$ cat config.mk
export PLATFORM = sky130hd
export DESIGN_NAME = nsr_vec_reader
export DESIGN_NICKNAME = d
export VERILOG_FILES = /design/src/rtl/nsr_vec_reader.sv
export SDC_FILE = /design/constraint.sdc
export NUM_CORES = 1
export LEC_CHECK = 0
export ABC_AREA = 1
export CORE_ASPECT_RATIO = 0.6
export CORE_MARGIN = 2
export CORE_UTILIZATION = 47
export CTS_CLUSTER_SIZE = 40
export DETAILED_ROUTE_END_ITERATION = 16
export GPL_TIMING_DRIVEN = 0
export MAX_ROUTING_LAYER = met4
export PLACE_DENSITY = 0.77
export REMOVE_ABC_BUFFERS = 1
export SLEW_MARGIN = 25
export SYNTH_ARGS = -nofsm -noshare
export SYNTH_HDL_FRONTEND = slang
export SYNTH_SLANG_ARGS = --single-unit
$ cat constraint.sdc
create_clock -name clk -period 22.9 [get_ports clk]
set_clock_uncertainty 0.1 [all_clocks]
set_input_delay 2.29 -clock clk [delete_from_list [all_inputs] [get_ports clk]]
set_output_delay 2.29 -clock clk [all_outputs]
set_load 0.1 [all_outputs]
$ cat src/rtl/nsr_vec_reader.sv
// Vector read sequencer for the neural state register file: walks the NSR read
// port one element per cycle and presents the packed vector over valid/ready.
module nsr_vec_reader #(
   parameter int DW   = 32,
   parameter int AW   = 5,
   parameter int MAXE = 16
) (
   input  logic                 clk,
   input  logic                 rst,
   input  logic                 req_valid,
   output logic                 req_ready,
   input  logic [1:0]           req_vl,
   input  logic [AW-1:0]        req_base,
   output logic [AW-1:0]        nsr_ra,
   input  logic [DW-1:0]        nsr_rd,
   output logic                 out_valid,
   input  logic                 out_ready,
   output logic [DW*MAXE-1:0]   out_data,
   output logic                 out_err
);

   localparam int CW = (MAXE > 1) ? $clog2(MAXE) : 1;

   localparam logic [1:0] S_IDLE = 2'd0;
   localparam logic [1:0] S_READ = 2'd1;
   localparam logic [1:0] S_HOLD = 2'd2;

   logic [1:0]         r_state;
   logic [AW-1:0]      r_ra;
   logic [CW-1:0]      r_cnt;
   logic [CW-1:0]      r_last;
   logic [DW*MAXE-1:0] r_data;
   logic               r_err;

   logic [CW-1:0]      w_last;
   logic [AW-1:0]      w_ra_next;

   // Index of the final element for each legal VL code (1, 4, 16 elements).
   always_comb begin
      w_last = '0;
      case (req_vl)
         2'b00:   w_last = '0;
         2'b01:   w_last = CW'(3);
         default: w_last = CW'(MAXE - 1);
      endcase
   end

   // r_ra always equals base+cnt during READ, so the next address is a plain
   // increment with natural AW-bit wrap.
   assign w_ra_next = r_ra + AW'(1);

   always_ff @(posedge clk or posedge rst) begin
      if (rst) begin
         r_state <= S_IDLE;
         r_ra    <= '0;
         r_cnt   <= '0;
         r_last  <= '0;
         r_data  <= '0;
         r_err   <= 1'b0;
      end else begin
         case (r_state)
            S_IDLE: begin
               if (req_valid) begin
                  r_cnt  <= '0;
                  r_data <= '0;
                  r_last <= w_last;
                  if (req_vl == 2'b11) begin
                     r_err   <= 1'b1;
                     r_state <= S_HOLD;
                  end else begin
                     r_err   <= 1'b0;
                     r_ra    <= req_base;
                     r_state <= S_READ;
                  end
               end
            end
            S_READ: begin
               r_data[DW*r_cnt +: DW] <= nsr_rd;
               if (r_cnt == r_last) begin
                  r_state <= S_HOLD;
               end else begin
                  r_cnt <= r_cnt + CW'(1);
                  r_ra  <= w_ra_next;
               end
            end
            S_HOLD: begin
               if (out_ready) r_state <= S_IDLE;
            end
            default: r_state <= S_IDLE;
         endcase
      end
   end

   assign req_ready = (r_state == S_IDLE);
   assign out_valid = (r_state == S_HOLD);
   assign nsr_ra    = r_ra;
   assign out_data  = r_data;
   assign out_err   = r_err;

endmodule

==> flow_summary.json <==
{
  "clkSinkCount": 526,
  "holdPathStages": 2,
  "hold_viol_final": 0,
  "crit_path_max_fanout": 5,
  "syn_area_mm2": 0.0222,
  "crit_path_start": "r_state[0]",
  "ys_warn_count": 0,
  "rsz0062_at_grt": "false",
  "ys_seq_elements": 526,
  "fin_crit_sh_pct": 21.6,
  "insertion_delay_ns": 0.60,
  "p_sw_mw": 1.14,
  "post_cts_buffers": 0,
  "start_util_pct": 47.8,
  "combPwrFrac_pct": 33.9,
  "cp-start-kind": "register",
  "worst_pin_slew_ns": 1.10,
  "final_antenna_net_count": 0,
  "holdCritStartpoint": "out_data[335]",
  "post-place-ws_ns": 17.41,
  "dp_hpwl_mm": 59.8,
  "syn-mean-instance-area_um2": 8.71,
  "status": "finished, final reports clean",
  "grt_start_max_net_pins": 97,
  "final_max_slew_viol_count": 0,
  "min_path_type": "register to register",
  "fp-row-count": 61,
  "vias_per_cell": 5.86,
  "die_h_um": 172,
  "vias": 21589,
  "grt_usage_pct": 34.7,
  "reg2reg_from": "r_cnt[0]",
  "r2r_end": "out_data[246]",
  "ys.flop_type": "dfrtp_1",
  "cts_tree": "built",
  "antenna_found_initial": 1,
  "nets": 3061,
  "hold_slack_ns": 0.401,
  "io_pins": 563,
  "fin_util_pct": 65.5,
  "setup_viol": 0,
  "dr.pass1.iters": 6,
  "fp.dieW_um": 285,
  "cp-end-kind": "output pin",
  "swShare_pct": 42.0,
  "cts_buffers": 48,
  "p_leak_nw": 14.0,
  "synth.yosys.seq_area_share_pct": 59.3,
  "synth_area_leaders": "dfrtp_1, nand2_1, nand3_1",
  "dieArea_mm2": 0.0491,
  "synth.largest_area_cell": "dfrtp_1",
  "slew_headroom_pct": 26.7,
  "peakVddDrop_mv": 0.0636,
  "root_buffer": "clkbuf_16",
  "yosysMostFrequentCell": "nand2_1",
  "synth.distinct_cells": 32,
  "portBuffers": 562,
  "path_class": "register to output pin",
  "maxCapViolCount": 0,
  "p_int_mw": 1.58,
  "max_freq_ghz": 0.203,
  "tns_ns": 0,
  "routabilityCongestion": 0.898,
  "clk_path_buf_depth": 3,
  "area_growth_pct": 37.1,
  "overflow": 0,
  "netlist_instances": 2548,
  "fin_crit_ns": 4.94,
  "synth_commonest_cells": "nand2_1, dfrtp_1, nand3_1",
  "grt_pass1_wl_mm": 126,
  "fin_ws_ns": 17.96,
  "critPathRequiredTime_ns": 20.51,
  "grt_pass1_vias": 20631,
  "htreeDepth": 2,
  "drt-total-wl_mm": 85.2,
  "synth.top_cell.area_share_pct": 59.3,
  "worstHoldEndpoint": "out_data[335]",
  "async_flop_share_pct": 100,
  "p_clk_share_pct": 30.2,
  "drtIter0Drc": 2499,
  "seqPwrFrac_pct": 35.9,
  "path_clk_slew_ns": 0.07,
  "drc": 0,
  "synth-edff-count": 0,
  "reg2reg_depth": 10,
  "drive_gt1_share_pct": 5.44,
  "core_mm2": 0.0465,
  "cts_resized": 0,
  "hold_buffers": 0,
  "p_per_area_mw_per_mm2": 89.3,
  "wl_per_cell_um": 23.1,
  "arrival_ns": 2.55,
  "rrSetupSlack_ns": 18.04
}
[worst max-delay path, stage by stage, from the launching register on]
cell	delay (ns)
dfrtp_1	0.45
nor2_1	0.29
clkdlybuf4s50_1	1.22
[per-layer routing]
metal  vias to the layer above  routed length, um  track usage (%)
met5                         -                  0                -
met4                         0               4230             14.2
met3                       278               9020             8.59
met2                      1303              39500             54.2
met1                     10722              32500             43.8
li1                       9286                  -                -
[worst max-delay path by stage]
stage / slack, ns / depth (start not counted) / endpoint
after global routing: 17.80 / 10 / out_data[229]
after CTS: 17.40 / 11 / out_data[239]
after global placement: 0.51 / 2 / out_data[155]
final: 17.96 / 2 / req_ready
after floorplan: 5.81 / 1 / nsr_ra[0]
after detailed placement: 17.41 / 11 / out_data[250]
[sequential cells by signal, indices dropped and copies added, names as in the netlist]
| register | cells |
|---|---|
| r_last | 2 |
| r_state | 2 |
| out_data | 512 |
| r_cnt | 4 |
| nsr_ra | 5 |
| out_err | 1 |
[cell families (layout without fill, tap and decap cells)]
| family | count (synthesis) | after routing | synth area share, % |
|---|---|---|---|
| other cells | 0 | 1 | 0 |
| mux | 1 | 1 | 0.0451 |
| simple gates | 1303 | 1303 | 24.9 |
| buf+inv | 398 | 901 | 6.99 |
| flops | 526 | 526 | 59.3 |
| xor+xnor | 1 | 1 | 0.0395 |
| fa+ha+maj | 6 | 6 | 0.338 |
| compound gates | 313 | 313 | 8.41 |
[power by group through the flow]
stage,sequential (mW),clock [mW],combinational [mW]
after floorplan,1.12,0,0.389
after global placement,0.992,0,0.809
after detailed placement,0.992,0,0.905
after CTS,0.975,0.826,0.907
after global routing,0.978,0.861,0.970
final,0.976,0.820,0.922
[layout by cell type (no fill, tap or decap), drive strengths merged]
master / instances
dfrtp: 526
a21boi: 1
nor3: 35
o211ai: 32
nor3b: 1
nor4: 1
clkbuf: 75
nand4: 7
inv: 210
bufinv: 1
xor2: 1
ha: 6
nand2: 708
clkinv: 11
nand3: 402
diode: 1
mux2i: 1
or2: 2
buf: 43
a21oi: 3
a31o: 1
o21ai: 116
o22ai: 160
nor2: 147
clkdlybuf4s50: 561
[final cells by class]
| type | count | area (um^2) |
|---|---|---|
| fill | 3602 | 16000 |
| sequential | 526 | 13200 |
| multi-input combinational | 1624 | 7650 |
| timing repair buffer | 604 | 6480 |
| clock buffer | 75 | 1430 |
| inverter | 208 | 793 |
| tap | 630 | 788 |
| clock inverter | 14 | 136 |
| antenna | 1 | 2.50 |
[stage by stage]
step / instances / area [um^2] / power, mW
2_1_floorplan: 2358 / 21400 / 1.51
3_3_place_gp: 3550 / 27800 / 1.80
3_5_place_dp: 3592 / 28900 / 1.90
4_1_cts: 3681 / 30400 / 2.71
5_1_grt: 3682 / 30400 / 2.81
6_report: 3682 / 30400 / 2.72
No activity file was read; power rests on OpenSTA's default activity.
